`config.mk`:
```
export PLATFORM = sky130hd
export DESIGN_NAME = ttt_turn_sequencer
export DESIGN_NICKNAME = d
export VERILOG_FILES = /design/src/rtl/ttt_pkg.sv /design/src/rtl/ttt_line_check.sv /design/src/rtl/ttt_turn_sequencer.sv
export SDC_FILE = /design/constraint.sdc
export NUM_CORES = 1
export LEC_CHECK = 0
export CAP_MARGIN = 20
export CORE_ASPECT_RATIO = 0.75
export CORE_MARGIN = 3
export CORE_UTILIZATION = 57
export DETAILED_ROUTE_END_ITERATION = 16
export DONT_BUFFER_PORTS = 1
export GPL_TIMING_DRIVEN = 0
export HOLD_SLACK_MARGIN = 0.03
export PLACE_DENSITY_LB_ADDON = 0.2
export SYNTH_ARGS = -nofsm -noshare
export SYNTH_HDL_FRONTEND = slang
export SYNTH_SLANG_ARGS = --single-unit
```
`constraint.sdc`:
```
create_clock -name clk -period 2.27 [get_ports clk]
set_clock_uncertainty 0.1 [all_clocks]
set_input_delay 0.227 -clock clk [delete_from_list [all_inputs] [get_ports clk]]
set_output_delay 0.227 -clock clk [all_outputs]
set_load 0.03 [all_outputs]
```
`src/rtl/ttt_pkg.sv`:
```
// Shared types for the tic-tac-toe sequencer: FSM states, winner codes, line masks.
// Cell bit 0 = a (top-left) ... bit 8 = i (bottom-right), row-major.
package ttt_pkg;

  typedef enum logic [1:0] {
    S_X    = 2'd0,
    S_O    = 2'd1,
    S_EVAL = 2'd2,
    S_DONE = 2'd3
  } state_t;

  localparam logic [1:0] WIN_NONE = 2'b00;
  localparam logic [1:0] WIN_X    = 2'b01;
  localparam logic [1:0] WIN_O    = 2'b10;
  localparam logic [1:0] WIN_DRAW = 2'b11;

  localparam int NUM_LINES = 8;

  // rows, columns, then the two diagonals
  localparam logic [8:0] LINE_MASK [NUM_LINES] = '{
    9'h007, 9'h038, 9'h1C0,
    9'h049, 9'h092, 9'h124,
    9'h111, 9'h054
  };

  function automatic logic is_onehot(input logic [8:0] v);
    return (v != 9'd0) && ((v & (v - 9'd1)) == 9'd0);
  endfunction

  // Isolates the lowest zero bit of the occupancy vector.
  function automatic logic [8:0] lowest_empty(input logic [8:0] occ);
    logic [8:0] free;
    free = ~occ;
    return free & (~free + 9'd1);
  endfunction

endpackage

```
`src/rtl/ttt_line_check.sv`:
```
// Combinational three-in-a-row detector over one player's board; zero latency, no flow control.
module ttt_line_check
  import ttt_pkg::*;
(
  input  logic [8:0] board,
  output logic       has_line
);

  always_comb begin
    has_line = 1'b0;
    for (int i = 0; i < NUM_LINES; i++) begin
      if ((board & LINE_MASK[i]) == LINE_MASK[i]) has_line = 1'b1;
    end
  end

endmodule

```
`src/rtl/ttt_turn_sequencer.sv`:
```
// Tic-tac-toe turn FSM: accepts one legal move per turn, evaluates one cycle later.
// Illegal or out-of-turn moves are dropped; a silent AI gets a fallback O after AI_TIMEOUT cycles.
module ttt_turn_sequencer
  import ttt_pkg::*;
#(
  parameter int AI_TIMEOUT = 16
) (
  input  logic       clk,
  input  logic       reset,
  input  logic       game_mode,
  input  logic       new_game,
  input  logic [8:0] btn_in,
  input  logic       ai_move_valid,
  input  logic [8:0] ai_move,
  output logic       ai_req,
  output logic       p1_turn,
  output logic [8:0] board_x,
  output logic [8:0] board_o,
  output logic [1:0] winner,
  output logic       game_over,
  output logic [3:0] move_count
);

  localparam logic [7:0] TMO_LAST = 8'(AI_TIMEOUT - 1);

  state_t     state;
  logic       mode_q;
  logic       o_moved;
  logic [7:0] tmo_cnt;

  logic       ai_turn;
  logic [8:0] cand;
  logic [8:0] occupied;
  logic       move_ok;
  logic       timeout_hit;
  logic       take;
  logic [8:0] place;
  logic [8:0] mover_board;
  logic       mover_has_line;

  assign ai_turn  = (state == S_O) && mode_q;
  assign occupied = board_x | board_o;

  always_comb begin
    cand = 9'd0;
    case (state)
      S_X:     cand = btn_in;
      S_O:     cand = mode_q ? (ai_move_valid ? ai_move : 9'd0) : btn_in;
      default: cand = 9'd0;
    endcase
  end

  assign move_ok     = is_onehot(cand) && ((cand & occupied) == 9'd0);
  assign timeout_hit = ai_turn && !move_ok && (tmo_cnt == TMO_LAST);
  assign take        = move_ok || timeout_hit;
  assign place       = move_ok ? cand : lowest_empty(occupied);

  // Only the player who just moved can have completed a line.
  assign mover_board = o_moved ? board_o : board_x;

  ttt_line_check u_line_check (
    .board    (mover_board),
    .has_line (mover_has_line)
  );

  always_ff @(posedge clk) begin
    if (reset || new_game) begin
      state      <= S_X;
      mode_q     <= game_mode;
      o_moved    <= 1'b0;
      tmo_cnt    <= 8'd0;
      board_x    <= 9'd0;
      board_o    <= 9'd0;
      winner     <= WIN_NONE;
      move_count <= 4'd0;
    end else begin
      case (state)
        S_X, S_O: begin
          if (take) begin
            if (state == S_O) begin
              board_o <= board_o | place;
              o_moved <= 1'b1;
            end else begin
              board_x <= board_x | place;
              o_moved <= 1'b0;
            end
            move_count <= move_count + 4'd1;
            state      <= S_EVAL;
          end else if (ai_turn) begin
            tmo_cnt <= tmo_cnt + 8'd1;
          end
        end
        S_EVAL: begin
          if (mover_has_line) begin
            winner <= o_moved ? WIN_O : WIN_X;
            state  <= S_DONE;
          end else if (move_count == 4'd9) begin
            winner <= WIN_DRAW;
            state  <= S_DONE;
          end else begin
            state   <= o_moved ? S_X : S_O;
            tmo_cnt <= 8'd0;
          end
        end
        S_DONE: state <= S_DONE;
        default: state <= S_X;
      endcase
    end
  end

  assign p1_turn   = (state == S_X);
  assign ai_req    = ai_turn;
  assign game_over = (state == S_DONE);

endmodule
```
## After elaboration in Yosys (flattened, before gate mapping)

Index checks and enable logic that the tools add are counted.

- Bits in registers: 36
- Input bits: 23
- Logic and storage cells: 86

- $add $sub $neg: 4
- Eq/ne operators: 18
- Mux-type cells: 27
- Bitwise gates (word level): 9
- Reduce and logical (&&, ||, !) cells: 20

Operators by type and width:

| cell | count |
|---|---|
| $mux W9 | 4 |
| $mux W8 | 4 |
| $and A9 B9 Y9 | 3 |
| $or A9 B9 Y9 | 3 |
| $eq A3 B3 Y1 const B | 8 |
| $logic_not A9 Y1 | 2 |
| $not A9 Y9 | 2 |
| $pmux W9 S2 | 1 |
| $pmux W8 S2 | 1 |
| $mux W2 | 6 |
| $mux W1 | 10 |
| $ne A2 B2 Y1 const B | 5 |
| $add A9 B1 Y9 const B | 1 |
| $reduce_bool A9 Y1 | 1 |
| $sub A9 B1 Y9 const B | 1 |
| $add A8 B1 Y8 const B | 1 |
| $eq A8 B4 Y1 const B | 1 |
| $pmux W2 S3 | 1 |
| $reduce_and A3 Y1 | 2 |
| $logic_and A1 B1 Y1 | 5 |
| $reduce_and A5 Y1 | 1 |
| $add A4 B1 Y4 const B | 1 |
| $eq A2 B2 Y1 const B | 2 |
| $eq A4 B4 Y1 const B | 1 |
| other kinds (8) | 11 |

## Logic depth before layout (Yosys ltp)

- Word-level depth: 14
- Gate-level depth with buffers: 11
- Depth with buffers taken out: 9

## Hierarchy

A second synthesis with hierarchy kept.

- Cells, all modules: 276
- Area total of the unflattened synthesis: 2,285.9 µm²

Modules (own cells, without submodules):

| module | instances | cells an instance | area each (µm²) | seq. area each (µm²) |
|---|---|---|---|---|
| ttt_turn_sequencer | 1 | 269 | 2,230.9 | 730.7 |
| ttt_line_check | 1 | 7 | 55.1 | 0.0 |

## Least setup slack after synthesis

Ideal clock, no wire load.

- Path type: reg-to-reg
- From: register tmo_cnt[0]
- To: register board_o[8]
- Setup time: 96 ps
- Arrival time: 2,254 ps
- Required time: 2,074 ps
- Setup slack: -180 ps
- Stages on the path, launching flop included: 9
- Period minus slack after synthesis: 2,450 ps
- Cells stage by stage: dfxtp_1 > ha_1 > nor3b_1 > nand4_2 > or4_4 > or4_4 > nor2_2 > nand4b_1 > o311ai_1

- Word-level cells in the longest chain between the ends: 4

RTL lines:

| what | line | text |
|---|---|---|
| start, declared | ttt_turn_sequencer.sv:29 | `logic [7:0] tmo_cnt;` |
| start signal, assigned | ttt_turn_sequencer.sv:90 | `tmo_cnt <= tmo_cnt + 8'd1;` |
| $eq A8 B4 Y1 | ttt_turn_sequencer.sv:54 | `assign timeout_hit = ai_turn && !move_ok && (tmo_cnt == TMO_LAST);` |
| $logic_and A1 B1 Y1 | ttt_turn_sequencer.sv:54 |  |
| $logic_or A1 B1 Y1 | ttt_turn_sequencer.sv:55 | `assign take = move_ok \|\| timeout_hit;` |
| $reduce_and A3 Y1 (no line) | n/a |  |
| end signal, assigned | ttt_turn_sequencer.sv:81 | `board_o <= board_o \| place;` |
| end, declared | ttt_turn_sequencer.sv:18 | `output logic [8:0] board_o,` |

Every way passes these cells.
A chain may end at the register's enable or synchronous reset.

## Worst setup path in the final report

- From: register state[0]
- To: register board_o[6]

- Word-level cells in the longest chain between the ends: 12
- Elaborated cells on any way between the ends: 20
- Classes of those cells: 1 x add/sub; 1 x eq/ne; 2 x mux; 3 x bitwise; 13 x reduce/logical

RTL lines:

| what | line | text |
|---|---|---|
| start, declared | ttt_turn_sequencer.sv:26 | `state_t state;` |
| start signal, assigned | ttt_turn_sequencer.sv:101 | `state <= o_moved ? S_X : S_O;` |
| $eq A2 B1 Y1 or $logic_not A2 Y1 (tied branches) | n/a |  |
| $pmux W9 S2 | ttt_turn_sequencer.sv:46 | `case (state)` |
| $sub A9 B1 Y9 | ttt_pkg.sv:27 | `return (v != 9'd0) && ((v & (v - 9'd1)) == 9'd0);` |
| $and A9 B9 Y9 | ttt_pkg.sv:27 |  |
| $logic_not A9 Y1 | ttt_pkg.sv:27 |  |
| $logic_and A1 B1 Y1 | ttt_pkg.sv:27 |  |
| $logic_and A1 B1 Y1 | ttt_turn_sequencer.sv:53 | `assign move_ok = is_onehot(cand) && ((cand & occupied) == 9'd0);` |
| $logic_not A1 Y1 | ttt_turn_sequencer.sv:54 |  |
| $logic_and A1 B1 Y1 (2 in a row) | ttt_turn_sequencer.sv:54 |  |
| $logic_or A1 B1 Y1 | ttt_turn_sequencer.sv:55 |  |
| $reduce_and A3 Y1 (no line) | n/a |  |

Parallel ways exist; a longest one is shown, timed or not.

==> impl_metrics.toml <==
[status]
status = "finished, violations left"
violations = "negative setup slack"

[routing]
dr.first_iter.drc_count = 355
wl_per_cell_um = 23.22
postRouteWirelength_mm = 8.291
detailedRoute.firstPassIterationCount = 5
drt_drc_violations_left = 0
dr_total_vias = 2607
vias_per_cell = 7.303
ant_nets = 0

[global_route]
via_count_of_the_first_global_routing_pass = 2489
groute.usage.overall_pct = 33.33
initial_antenna_violation_count = 0
grt_pass1_wl_mm = 12.94
global_route.overflow_total = 0
met1_usage_pct = 46.49
grt_max_degree = 12
grt.met3_usage_pct = 14.60
grt_use_met2_pct = 45.90
busiest_layer_in_global_routing = "met1"

[place]
place_area_mm2 = 0.002507
globalplace.congestion = 1.068
portBuffers = 0
placement.setup.worst_slack_ns = -0.4328
detailed_place_hpwl_mm = 5.543

[yosys]
post_synth_inst_count = 278
post_synth.cell_area_avg_um2 = 8.610
synth_sequential_area_ratio_pct = 30.53
synthesis.yosys.warnings = 0
postSynthNetCount = 304
number_of_distinct_standard_cells_referenced_by_the_synthesized_netlist = 66
post-synth-top-area-cell = "dfxtp_1"
number_of_enable_flip_flop_cells_after_synthesis = 1
yosys.area.top_type_share_pct = 29.27
ys_async_sr_fraction_pct = 0
ys_ff_latch = 36
synth_flop_cell = "dfxtp_1"
syn_area_mm2 = 0.002394
synth.top_cells.by_area = "dfxtp_1 (29%), nand3_1 (3.8%), nor2_1 (3.1%)"

[timing]
finalWorstPathRequiredPeriod_ns = 2.633
finalHoldViolCount = 0
worst_slew_margin_rel_pct = 45.28
maxClockFrequency_mhz = 379.8
post-route-worst-setup-slack_ns = -0.3629
setup_repair_after_global_routing_missed_its_margin = "yes"
timing.hold.ws_ns = 0.1771
post-route-period-util_pct = 116.0
finalSetupViolCount = 33
worstMarginPinSlew_ns = 0.8208
maxSlewViolCount = 0

[clocking]
worst_setup_hold_path_clk_slew_ns = 0.07
maximum_level_of_the_cts_h_tree = 2
worstSkewPairLatency_ns = 0.30
ctsLongestPathBuffers = 2
cts_sink_cnt = 36
cts_made_buffers = 5
clock_tree.root_cell = "clkbuf_8"
cts_tree = "done"

[critical_path]
crit_chain = "buf_6 -> nand2_2 -> a2111o_1 -> a222oi_1 -> nand4b_1 -> a31oi_4 -> buf_8 -> nor4_2 -> a221o_1"
crit_type = "reg2reg"
required_ns = 2.36
regToRegSetupSlack_ns = -0.36
path_max_fanout = 10
worst_ep_arrival_time_ns = 2.72
crit_path_end_kind = "flop"
crit_path_top_delay_cell = "dfxtp_2"
critical_path_buf_inv_count = 2
setup.worst_path.start_class = "flop"
family_of_cells_with_the_greatest_summed_delay_on_the_critical_path = "compound AO/OA/AOI/OAI gates"
slowest_delay_ns = 0.44

[layout]
post-route-cell-area_mm2 = 0.003034
area_growth_syn_to_layout_pct = 26.76
layout.core_utilization_pct = 78.78
fraction_of_final_layout_cells_with_drive_strength_greater_than_1_pct = 34.75
n_antenna_cell = 0
nets = 330
num-fill-cells = 260

[floorplanning]
dieHeight_um = 62.12
coreArea_mm2 = 0.003851
die_width_um = 80.83
design.portCount = 50
initial_utilization_pct = 62.15
die-area_mm2 = 0.005021
number_of_rows_in_the_core_area = 19

[power]
power.total_uw = 1285
vdd_ir_drop_max_v = 0.0004507
static-leakage-power_uw = 0.001076
power.density_mw_per_mm2 = 423.6

[job]
number_of_max_capacitance_violations_reported = 0

[min_path]
timing.hold.worst.class = "in2reg"
[worst reg2reg max path: stages, from the launching register on]
cell,delay [ns]
dfxtp_2,0.44
buf_6,0.18
nand2_2,0.07
a2111o_1,0.41
a222oi_1,0.22
nand4b_1,0.24
a31oi_4,0.32
buf_8,0.19
nor4_2,0.05
a221o_1,0.28
[cell usage in the layout, fill, tap and decap left out, types with 4 or more instances in the layout]
cell type / n
a21bo_2: 5
a21oi_1: 6
a21oi_2: 7
a22o_1: 8
a22oi_1: 6
and3_1: 5
and4_1: 4
buf_4: 11
buf_6: 6
clkbuf_1: 4
clkbuf_8: 7
dfxtp_1: 30
dfxtp_2: 5
dlygate4sd3_1: 4
inv_1: 7
mux2i_1: 4
nand2_1: 17
nand3_1: 13
nand3_2: 4
nand4_1: 9
nand4b_1: 4
nor2_1: 17
nor3_2: 5
nor4_2: 4
o211ai_1: 4
o21a_1: 9
o21ai_0: 4
o311ai_2: 4
or3_1: 6
[registers in the layout, indices dropped and copies added, names as in the netlist]
register	count
board_o	9
board_x	9
mode_q	1
move_count	4
o_moved	1
state	2
tmo_cnt	8
winner	2
[path summary, 6_finish.rpt]
kind               from  depth (start not counted)    endpoint
max reg2reg    state[0]                          9  board_o[6]
min          ai_move[5]                          4  board_o[5]
min reg2reg  tmo_cnt[3]                          2  tmo_cnt[3]
max            state[0]                          9  board_o[6]
[synthesized netlist by cell type (5+ instances only)]
| cell | number |
|---|---|
| and3_1 | 6 |
| nand4_1 | 9 |
| nor3_1 | 5 |
| a21bo_2 | 6 |
| dfxtp_1 | 35 |
| nor2_1 | 20 |
| a22o_1 | 8 |
| or3_1 | 6 |
| a21oi_1 | 12 |
| nand2_1 | 19 |
| inv_1 | 7 |
| nand3_1 | 18 |
| o21a_1 | 9 |
| clkbuf_1 | 5 |
| a22oi_1 | 7 |
| o21ai_0 | 6 |
[layout make-up]
type / instances / area, µm² / share of cell area [%]
Tap cell: 52 / 65.06 / 2.144
Inverter: 7 / 26.28 / 0.8660
Timing Repair Buffer: 20 / 188.9 / 6.227
Clock buffer: 8 / 100.1 / 3.299
Buffer: 15 / 130.1 / 4.289
Sequential cell: 36 / 737.0 / 24.29
Multi-Input combinational cell: 219 / 1787 / 58.89
[repair_timing]
action                     in CTS  in global routing
hold endpoints to repair        3                  0
gates cloned                    2                  0
setup endpoints to repair      34                 34
gates resized for setup        32                 28
hold buffers                    4                  0
pin swaps                      14                  8
setup buffers                  12                  2
[report_power, final]
part	internal (µW)	switching, µW	total [µW]
Combinational	53.4	70.8	124
Sequential	636	3.76	640
Clock	277	244	521
[kinds of logic (layout without fill, tap and decap cells)]
logic type               after synthesis  in the layout  share of synthesized area [%]
AO/OA/AOI/OAI                         93             93                          30.01
flip-flops                            36             36                          30.53
buffers and inverters                 23             50                          5.907
adder cells (fa/ha/maj)                3              3                          1.568
AND/OR/NAND/NOR                      119            119                          30.32
multiplexers                           4              4                          1.673
[metrics by stage]
step	TNS [ns]	cells
3_3_place_gp	-8.537	330
3_5_place_dp	-9.283	330
6_report	-8.912	357
4_1_cts	-5.919	355
2_1_floorplan	-0.3580	278
5_1_grt	-11.54	357
[routing by layer]
layer | up-vias | wire length (µm) | part of all wire, %
li1 | 1152 | - | -
met5 | - | 0 | 0
met2 | 209 | 3472 | 42
met3 | 21 | 1292 | 16
met1 | 1225 | 3383 | 41
met4 | 0 | 142 | 1.7
Power figures use the tool's default switching activity.
